**src/rtl/pipe_stage_skid.sv**
```systemverilog
// Pipeline stage register with valid/ready handshake and a one-entry skid
// buffer. in_ready comes straight from the skid valid flop, so downstream
// backpressure never propagates combinationally upstream. Also keeps
// saturating stall/flush statistics.
module pipe_stage_skid #(
    parameter int                 DATA_W     = 96,
    parameter logic [DATA_W-1:0]  BUBBLE_VAL = '0,
    parameter int                 CNT_W      = 16
) (
    input  logic              clk,
    input  logic              reset,
    input  logic              flush,
    input  logic              in_valid,
    output logic              in_ready,
    input  logic [DATA_W-1:0] in_data,
    output logic              out_valid,
    input  logic              out_ready,
    output logic [DATA_W-1:0] out_data,
    output logic [CNT_W-1:0]  stall_cycles,
    output logic [CNT_W-1:0]  flush_count
);

    // Encoding is {main_v, skid_v}; ORPHAN (0,1) should never be reached.
    typedef enum logic [1:0] {
        EMPTY  = 2'b00,
        ORPHAN = 2'b01,
        FULL   = 2'b10,
        SKID   = 2'b11
    } state_t;

    state_t            state, state_nxt;
    logic [DATA_W-1:0] main_d, main_d_nxt;
    logic [DATA_W-1:0] skid_d, skid_d_nxt;
    logic              in_fire, out_fire;

    assign out_valid = state[1];
    assign in_ready  = !state[0];
    assign out_data  = main_d;

    assign in_fire   = in_valid & in_ready;
    assign out_fire  = out_valid & out_ready;

    // State and payload registers; reset beats everything else.
    always_ff @(posedge clk) begin
        if (reset) begin
            state  <= EMPTY;
            main_d <= BUBBLE_VAL;
            skid_d <= BUBBLE_VAL;
        end else begin
            state  <= state_nxt;
            main_d <= main_d_nxt;
            skid_d <= skid_d_nxt;
        end
    end

    // Next-state and payload movement; flush overrides normal transitions.
    always_comb begin
        state_nxt  = state;
        main_d_nxt = main_d;
        skid_d_nxt = skid_d;
        case (state)
            EMPTY: begin
                if (in_fire) begin
                    state_nxt  = FULL;
                    main_d_nxt = in_data;
                end
            end
            FULL: begin
                if (in_fire && out_fire) begin
                    main_d_nxt = in_data;
                end else if (in_fire) begin
                    state_nxt  = SKID;
                    skid_d_nxt = in_data;
                end else if (out_fire) begin
                    state_nxt  = EMPTY;
                    main_d_nxt = BUBBLE_VAL;
                end
            end
            SKID: begin
                if (out_fire) begin
                    state_nxt  = FULL;
                    main_d_nxt = skid_d;
                    skid_d_nxt = BUBBLE_VAL;
                end
            end
            default: begin
                state_nxt = EMPTY;
            end
        endcase
        // An in_fire during flush is dropped; an out_fire has already
        // handed its entry to downstream.
        if (flush) begin
            state_nxt  = EMPTY;
            main_d_nxt = BUBBLE_VAL;
            skid_d_nxt = BUBBLE_VAL;
        end
    end

    // Saturating statistics; stalls are counted even in a flush cycle.
    always_ff @(posedge clk) begin
        if (reset) begin
            stall_cycles <= '0;
            flush_count  <= '0;
        end else begin
            if (out_valid && !out_ready && (stall_cycles != '1))
                stall_cycles <= stall_cycles + 1'b1;
            if (flush && (flush_count != '1))
                flush_count <= flush_count + 1'b1;
        end
    end

endmodule

```
**config.mk**
```make
export PLATFORM = sky130hd
export DESIGN_NAME = pipe_stage_skid
export DESIGN_NICKNAME = d
export VERILOG_FILES = /design/src/rtl/pipe_stage_skid.sv
export SDC_FILE = /design/constraint.sdc
export NUM_CORES = 1
export LEC_CHECK = 0
export CAP_MARGIN = 15
export CORE_ASPECT_RATIO = 0.8
export CORE_MARGIN = 2
export CORE_UTILIZATION = 50
export DETAILED_ROUTE_END_ITERATION = 10
export DONT_BUFFER_PORTS = 1
export GPL_ROUTABILITY_DRIVEN = 0
export PLACE_DENSITY_LB_ADDON = 0.2
export SLEW_MARGIN = 40
export SYNTH_ARGS = -nofsm -noshare
export SYNTH_HDL_FRONTEND = slang
export SYNTH_SLANG_ARGS = --single-unit
```
**constraint.sdc**
```tcl
create_clock -name clk -period 5.2 [get_ports clk]
set_input_delay 0 -clock clk [delete_from_list [all_inputs] [get_ports clk]]
set_output_delay 0 -clock clk [all_outputs]
set_load 0.005 [all_outputs]
```
==> results.md, run 1 <==
Clock network:
- The clock tree from TritonCTS is built.
- The root buffer cell chosen for the clock tree is sky130_fd_sc_hd__clkbuf_16.
- The number of post-CTS setup repair buffers is 0.
- The number of H-tree branching levels is 1.
- The count of cells resized by post-cts repair is 0.
- The clock network latency to the later pin of the worst-skew pair is roughly 0.5 ns.
- The number of CTS-inserted buffers is 24.
- The number of buffers between clock root and the deepest sink is 3.
- Buffers inserted to repair hold after CTS numbered approximately 100.
- Clock tree synthesis found a total of roughly 230 sinks.
- Clock-pin slew was measured on the worst setup and hold paths at ~0.060 ns.

Layout:
- The post-route non-filler standard cell count is between 1000 and 1500.
- The filler cell count is 1666.
- Summing all non-filler instances in the final layout gives an area of about 0.011 mm^2.
- The area growth from synthesis to layout is 20.5%.
- At the end of the flow the core is filled with cells to between 60% and 70%.
- The repair_antennas step left the layout with diodes totalling 0.
- Cells with a size suffix above 1 make up ~7.1% of the layout.
- After the last flow step, the layout net total stands at roughly 1200.

Setup path:
- The highest net fanout along the worst path is 63.
- STA classifies the critical path startpoint as a flip-flop.
- The type of the worst setup path is flip-flop to flip-flop.
- In this run the critical register-to-register path is captured at out_data[87]$_SDFFE_PP0P_.
- Data arrives at the worst endpoint at 3.41 ns.
- STA classifies the critical path endpoint as a flip-flop.
- Across all register-to-register paths, the minimum setup slack is roughly 2.2 ns.
- The path depth of the worst reg2reg path is 7.
- The startpoint of the lowest-slack register-to-register path is state[1]$_SDFFE_PP0P_.
- STA puts the critical path data required time at between 5 and 6 ns.

Floorplanning:
- The full die area is roughly 0.02 mm^2.
- The initial core utilization is about half.
- In this run the core area contains 45 standard-cell rows.
- The die span in x is 158 um.
- The floorplan step set the die height to between 100 and 150 um.
- The core footprint is around 0.019 mm^2.
- During I/O placement, the number of pins put on the boundary was approximately 230.

Placement:
- The HPWL after detailed placement is approximately 15000 um.
- The cell area after placement is 0.00965 mm^2.
- The number of placed cells counting well taps is 1252.
- The count of port buffers added during placement is 0.
- The pre-CTS worst setup slack is between 2 and 2.5 ns.

Drt:
- For this run, the detailed router's first-pass iteration total came to 5.
- The via density per instance is ~6.1.
- The total routed wirelength is 25600 um.
- The total via count in the routed design is roughly 8500.
- The detailed-route wire length per cell is about 18 um.
- After detailed routing, the number of remaining DRC violations is 0.
- The number of DRC violations after detailed-routing iteration 0 is 668.
- The residual antenna-violating net count after detailed routing is 0.

Timing:
- Setup violations remaining at the end of the flow were counted as 0.
- Clock skew on the completed layout was measured at 0.00897 ns.
- The setup slack after layout is 2.16 ns.
- The hold violation total from the final report is 0.
- The number of pins with negative max-slew slack in the final report is 0.
- At the pin with the least slew margin, the transition time is 0.820 ns.
- The post-route clock period utilization is between 50% and 60%.
- The worst path in the final design needs a cycle of approximately 3.0 ns, including I/O delays and setup.
- Derived from the worst setup path, the maximum achievable clock frequency is 329 MHz.
- Setup repair after global routing left no endpoint under its margin.
- The max-slew headroom at the worst pin is 45.3%.
- The setup TNS after final layout is 0 ns.

Logic synthesis:
- For this run, the register share of the synthesized area comes to between 40% and 50%.
- The cell count after synthesis is roughly 1100.
- The share of the synthesized area in the top cell type is a little under half.
- Counting flops with a built-in enable in the synthesized netlist gives 0.
- After synthesis, the most frequently instantiated cells are sky130_fd_sc_hd__dfxtp_1 (226), sky130_fd_sc_hd__a21oi_1 (119), sky130_fd_sc_hd__nor2_1 (111).
- The number of nets in the synthesized netlist is around 1200.
- The leading register cell type out of synthesis is sky130_fd_sc_hd__dfxtp_1.
- The post-synthesis sequential element count is 226.
- In this run the mean area of a mapped cell was between 8 and 9 um^2.
- In the post-synthesis netlist, the biggest area contributors are sky130_fd_sc_hd__dfxtp_1 (48%), sky130_fd_sc_hd__a221oi_1 (7.7%), sky130_fd_sc_hd__nand3b_1 (7.7%), sky130_fd_sc_hd__a21oi_1 (6.3%), sky130_fd_sc_hd__o21ai_0 (5.6%).
- In the post-synthesis netlist, the cell with the most instances is sky130_fd_sc_hd__dfxtp_1.
- The number of synthesis warnings is 0.
- sky130_fd_sc_hd__dfxtp_1 takes more of the synthesized area than any other cell.
- The post-synth design cell area is between 0.009 and 0.01 mm^2.
- The number of library cell types mapped by synthesis is 54.
- The fraction of synthesis flops using an asynchronous set or reset pin is 0%.

Global route:
- The global-route congestion overflow total is 0.
- The number of antenna violations at the first check in global routing is 0.
- The global-route total usage across every layer is between 20% and 30%.
- Entering global routing, the biggest net connects ~130 pins.
- The number of global-route vias before repair is around 8000.
- The wire length of the first global-routing pass is ~41000 um.

Worst hold path:
- The class of the most critical hold timing path is input port to flip-flop.
- The number of instances on the worst hold path is 3.
- The worst min-delay path startpoint is in_valid.
- The endpoint of the worst hold path is state[0]$_SDFFE_PP0P_.

Power:
- The worst vdd rail ir drop is ~0.22 mV.
- The power per standard cell area is around 340 mW/mm^2.
- For this design the static power due to leakage is 0.00385 uW.

Run:
- The number of max-cap violations is 0.

Outcome:
- The flow ran to the end, and the final reports show no timing, DRC or antenna violations.
-- metal layers --
metal  share of wire, %  wire, um  vias up  track usage [%]
met5                  0         0        -                0
met4                2.1       528        0             6.15
met3                7.7      1970       40             5.97
met2                 46     11700      280             38.5
met1                 45     11400     4091             33.9
li1                   -         -     4043                -
-- through the flow --
stage	power, uW	hold slack (ns)
after floorplan	2080	0.147
after global placement	2140	0.0720
after detailed placement	2150	0.0746
after CTS	3930	0.0382
after global routing	4040	0.0751
final	3890	0.0624
-- area by class of cell --
type                       instances  area (um^2)  area share, %
clock buffer                      38          734           6.40
sequential                       226         4520           39.5
tap                              258          323           2.82
clock inverter                     5         52.6          0.458
multi-input combinational        748         4590           40.0
inverter                           5         18.8          0.164
timing repair buffer             117         1220           10.7
-- worst max-delay path by stage --
stage / start / to / slack, ns / cells after the start
2_1_floorplan: state[1]$_SDFFE_PP0P_ / out_data[13]$_SDFFE_PP0P_ / 3.08 / 10
3_3_place_gp: state[1]$_SDFFE_PP0P_ / out_data[30]$_SDFFE_PP0P_ / 2.13 / 6
3_5_place_dp: state[1]$_SDFFE_PP0P_ / out_data[78]$_SDFFE_PP0P_ / 2.21 / 7
4_1_cts: state[1]$_SDFFE_PP0P_ / out_data[78]$_SDFFE_PP0P_ / 2.18 / 7
5_1_grt: state[1]$_SDFFE_PP0P_ / out_data[87]$_SDFFE_PP0P_ / 1.98 / 7
6_report: state[1]$_SDFFE_PP0P_ / out_data[87]$_SDFFE_PP0P_ / 2.16 / 7
-- cells by family after synthesis --
family	synth area share, %
mux	0.644
flops	47.6
buf+inv	5.06
xor+xnor	0.460
fa+ha+maj	0.789
simple gates	21.4
compound gates	24.1
-- flip-flops by register name, indices dropped and copies added (netlist names) --
register	flops
out_data	96
skid_d	96
state	2
flush_count	16
stall_cycles	16
-- power by group --
| part | internal [uW] | total, uW | switching [uW] |
|---|---|---|---|
| combinational | 150 | 366 | 216 |
| clock | 1010 | 1690 | 674 |
| sequential | 1790 | 1830 | 46.6 |
| total | 2950 | 3890 | 936 |
-- critical path, cell delays in order, from the launching register on --
cell and delay [ns]:
sky130_fd_sc_hd__dfxtp_1 0.69, sky130_fd_sc_hd__inv_1 0.14, sky130_fd_sc_hd__ha_1 0.31, sky130_fd_sc_hd__nand2b_1 0.23
sky130_fd_sc_hd__a221o_4 0.58, sky130_fd_sc_hd__buf_4 0.43, sky130_fd_sc_hd__a221oi_1 0.41, sky130_fd_sc_hd__nor2_1 0.09
-- placed cells by master, fill, tap and decap left out, types with 8 or more instances in the layout --
cell,count
sky130_fd_sc_hd__dfxtp_1,226
sky130_fd_sc_hd__a21oi_1,119
sky130_fd_sc_hd__nand2_1,110
sky130_fd_sc_hd__nor2_1,110
sky130_fd_sc_hd__o21ai_0,106
sky130_fd_sc_hd__dlygate4sd3_1,101
sky130_fd_sc_hd__nand3b_1,97
sky130_fd_sc_hd__a221oi_1,84
sky130_fd_sc_hd__clkbuf_16,25
sky130_fd_sc_hd__or3_1,12
sky130_fd_sc_hd__a221oi_2,12
sky130_fd_sc_hd__nand3_1,11
sky130_fd_sc_hd__o31ai_1,9
sky130_fd_sc_hd__or4_1,8
(Power assumes the default switching activity.)
==> run 2: changes to the inputs <==
==> constraint.sdc (replaced) <==
create_clock -name clk -period 3 [get_ports clk]
set_input_delay 0 -clock clk [delete_from_list [all_inputs] [get_ports clk]]
set_output_delay 0 -clock clk [all_outputs]
set_load 0.005 [all_outputs]
==> results.md, run 2 (same netlist as run 1, synthesis figures left out) <==
Clock network:
- The number of CTS-inserted buffers is 23 (-4.2%).
- TritonCTS built the clock tree.
- The clock network latency to the later pin of the worst-skew pair is 0.51 ns (about the same).
- The number of buffers between clock root and the deepest sink is 3 (unchanged).
- The root cell of the clock tree is sky130_fd_sc_hd__clkbuf_16.
- The number of clock sinks was 226 (unchanged).
- The post-CTS clock slew at the launch and capture registers of the worst setup and hold paths was 0.06 ns (about the same).
- The number of H-tree branching levels came to 1 (unchanged).

Timing:
- The minimum clock period after layout is 2.67 ns (-0.368 ns).
- The hold violation total from the final report is 0 (unchanged).
- The fmax was 375 MHz (+14%).
- The max-slew headroom at the worst pin is 51.5% (+6.2 points).
- The setup slack after layout was 0.333 ns (-1.83 ns).
- Setup repair after global routing left no endpoint under its margin.
- The setup TNS after final layout is 0 ns (unchanged).
- The setup clock skew after layout is 0.00687 ns (-0.00210 ns).
- The number of pins with negative max-slew slack in the final report came to 0 (unchanged).
- The post-route clock period utilization was 88.9% (+31 points).
- The slew at the pin closest to its max-slew limit was 0.720 ns (-0.101 ns).
- The number of endpoints failing setup at the final stage is 0 (unchanged).

Drt:
- The remaining routing DRC violations is 0 (unchanged).
- The number of optimization iterations in the first detailed-route pass is 5 (unchanged).
- The detailed-route wire length per cell is 18.3 um (-0.13%).
- The residual antenna-violating net count after detailed routing is 0 (unchanged).
- The number of DRC violations after detailed-routing iteration 0 is 590 (-12%).
- The via density per instance is 6.02 (-0.56%).
- The total routed wirelength is 25700 um (+0.16%).
- The total via count in the routed design came to 8431 (-0.27%).

Placement:
- The cell area after placement is 0.00968 mm^2 (+0.31%).
- The count of port buffers added during placement is 0 (unchanged).
- The pre-CTS worst setup slack was 0.466 ns (-1.75 ns).
- The number of placed cells counting well taps was 1256 (+0.32%).
- The HPWL after detailed placement is 14300 um (-3.4%).

Floorplanning:
- The initial core utilization is 50.6% (unchanged).
- The full die area is 0.0202 mm^2 (unchanged).
- The die span in x is 158 um (unchanged).
- The core footprint is 0.0188 mm^2 (unchanged).
- The total I/O pin count is 231 (unchanged).
- The die height came to 127 um (unchanged).
- The cell row count is 45 (unchanged).

Global route:
- The number of global-route vias before repair is 7770 (-2.4%).
- The number of antenna violations at the first check in global routing is 0 (unchanged).
- The global-route total usage across every layer came to 24.3% (-0.14 points).
- The global-route congestion overflow total is 0 (unchanged).
- The wire length of the first global-routing pass is 40800 um (-0.20%).
- The largest net degree at the start of global routing is 148 (+18%).

Setup path:
- The critical path in this run is classified as flip-flop to flip-flop.
- STA classifies the critical path startpoint as a flip-flop.
- STA classifies the critical path endpoint as a flip-flop.
- The data required time at the worst endpoint is 3.39 ns (-2.19 ns).
- The worst setup slack for register-to-register paths is 0.33 ns (-1.83 ns).
- The highest net fanout along the worst path was 7 (-89%).
- The data arrival time of the critical path is 3.06 ns (-0.35 ns).

Layout:
- The area growth from synthesis to layout is 20.7%.
- The most frequent standard cell in the layout excluding fill and tap cells is sky130_fd_sc_hd__dfxtp_1.
- The post-route non-filler standard cell count was 1401 (+0.29%).
- The proportion of layout cells with a drive suffix above 1 is 7.87% (+0.76 points).
- The total non-filler cell area in the finished layout is 0.0115 mm^2 (+0.14%).
- The antenna diode count is 0 (unchanged).
- The layout net count is 1233 (+0.33%).
- The library cells used most frequently in the layout, excluding fill and tap cells, are sky130_fd_sc_hd__dfxtp_1 (226), sky130_fd_sc_hd__a21oi_1 (119), sky130_fd_sc_hd__nand2_1 (110), sky130_fd_sc_hd__nor2_1 (110), sky130_fd_sc_hd__o21ai_0 (106).

Run:
- The number of max-cap violations is 0 (unchanged).

Worst hold path:
- The min-delay analysis places its worst path in the category input port to flip-flop.

Power:
- The leakage power was 0.00385 uW (+0.18%).
- The worst vdd rail ir drop is 0.317 mV (+47%).
- The power after layout is 6700 uW (+72%).
- The power per standard cell area was 583 mW/mm^2 (+72%).

Outcome:
- The run finished with clean final reports.
==> run 2: cell types whose count changed in the layout (fill, tap and decap cells not counted), moves of 2 or more <==
cell | before | now
sky130_fd_sc_hd__clkbuf_1 | 7 | 1
sky130_fd_sc_hd__buf_8 | 2 | 0
sky130_fd_sc_hd__buf_12 | 4 | 8
sky130_fd_sc_hd__buf_4 | 7 | 11
sky130_fd_sc_hd__clkbuf_8 | 6 | 4
sky130_fd_sc_hd__clkbuf_16 | 25 | 23
sky130_fd_sc_hd__clkinv_2 | 3 | 9
==> run 2: path summary, 6_finish.rpt <==
| kind | end | depth (start not counted) | start |
|---|---|---|---|
| min | out_data[7]$_SDFFE_PP0P_ | 4 | reset |
| max reg2reg | flush_count[9]$_SDFFE_PP0P_ | 7 | flush_count[0]$_SDFFE_PP0P_ |
| min reg2reg | skid_d[77]$_SDFFE_PP0P_ | 2 | skid_d[77]$_SDFFE_PP0P_ |
| max | flush_count[9]$_SDFFE_PP0P_ | 7 | flush_count[0]$_SDFFE_PP0P_ |
==> run 2: layout make-up <==
class / count / area, um^2
Clock inverter: 14 / 129
Sequential cell: 226 / 4520
Timing Repair Buffer: 122 / 1270
Fill cell: 1637 / 7320
Inverter: 5 / 18.8
Multi-Input combinational cell: 748 / 4580
Clock buffer: 28 / 634
Tap cell: 258 / 323
==> run 2: critical path: stages, from the launching register on <==
cell	delay (ns)
sky130_fd_sc_hd__dfxtp_1	0.43
sky130_fd_sc_hd__ha_1	0.27
sky130_fd_sc_hd__nand3_1	0.16
sky130_fd_sc_hd__o41ai_2	0.69
sky130_fd_sc_hd__buf_4	0.27
sky130_fd_sc_hd__or4_1	0.11
sky130_fd_sc_hd__a21oi_1	0.06
sky130_fd_sc_hd__dlygate4sd3_1	0.56
==> run 2: metrics by stage <==
| step | util (%) | hold slack, ns |
|---|---|---|
| 6_report | 61.1 | 0.0527 |
| 5_1_grt | 61.1 | 0.0722 |
| 4_1_cts | 61.1 | 0.0429 |
| 3_5_place_dp | 51.5 | 0.0737 |
| 3_3_place_gp | 51.3 | 0.0719 |
| 2_1_floorplan | - | 0.147 |
==> run 2: repair_timing <==
action | CTS | global route
hold buffers | 103 | 0
buffers inserted | 0 | 0
setup endpoints to repair | 0 | 0
gates resized for setup | 0 | 0
hold endpoints to repair | 226 | 0
==> run 2: metal layers <==
layer	wire length [um]	global-route usage, %	vias up
met2	11600	38.2	280
met3	2030	6.85	39
met1	11500	33.1	4067
met5	0	0	-
met4	572	6.20	0
li1	-	-	4045
==> run 2: power by group <==
part           total, uW  leakage [uW]  internal [uW]  switching [uW]
sequential          3180       0.00183           3100            78.0
combinational        643       0.00164            266             377
clock               2880      0.000382           1680            1200
total               6700       0.00385           5050            1650
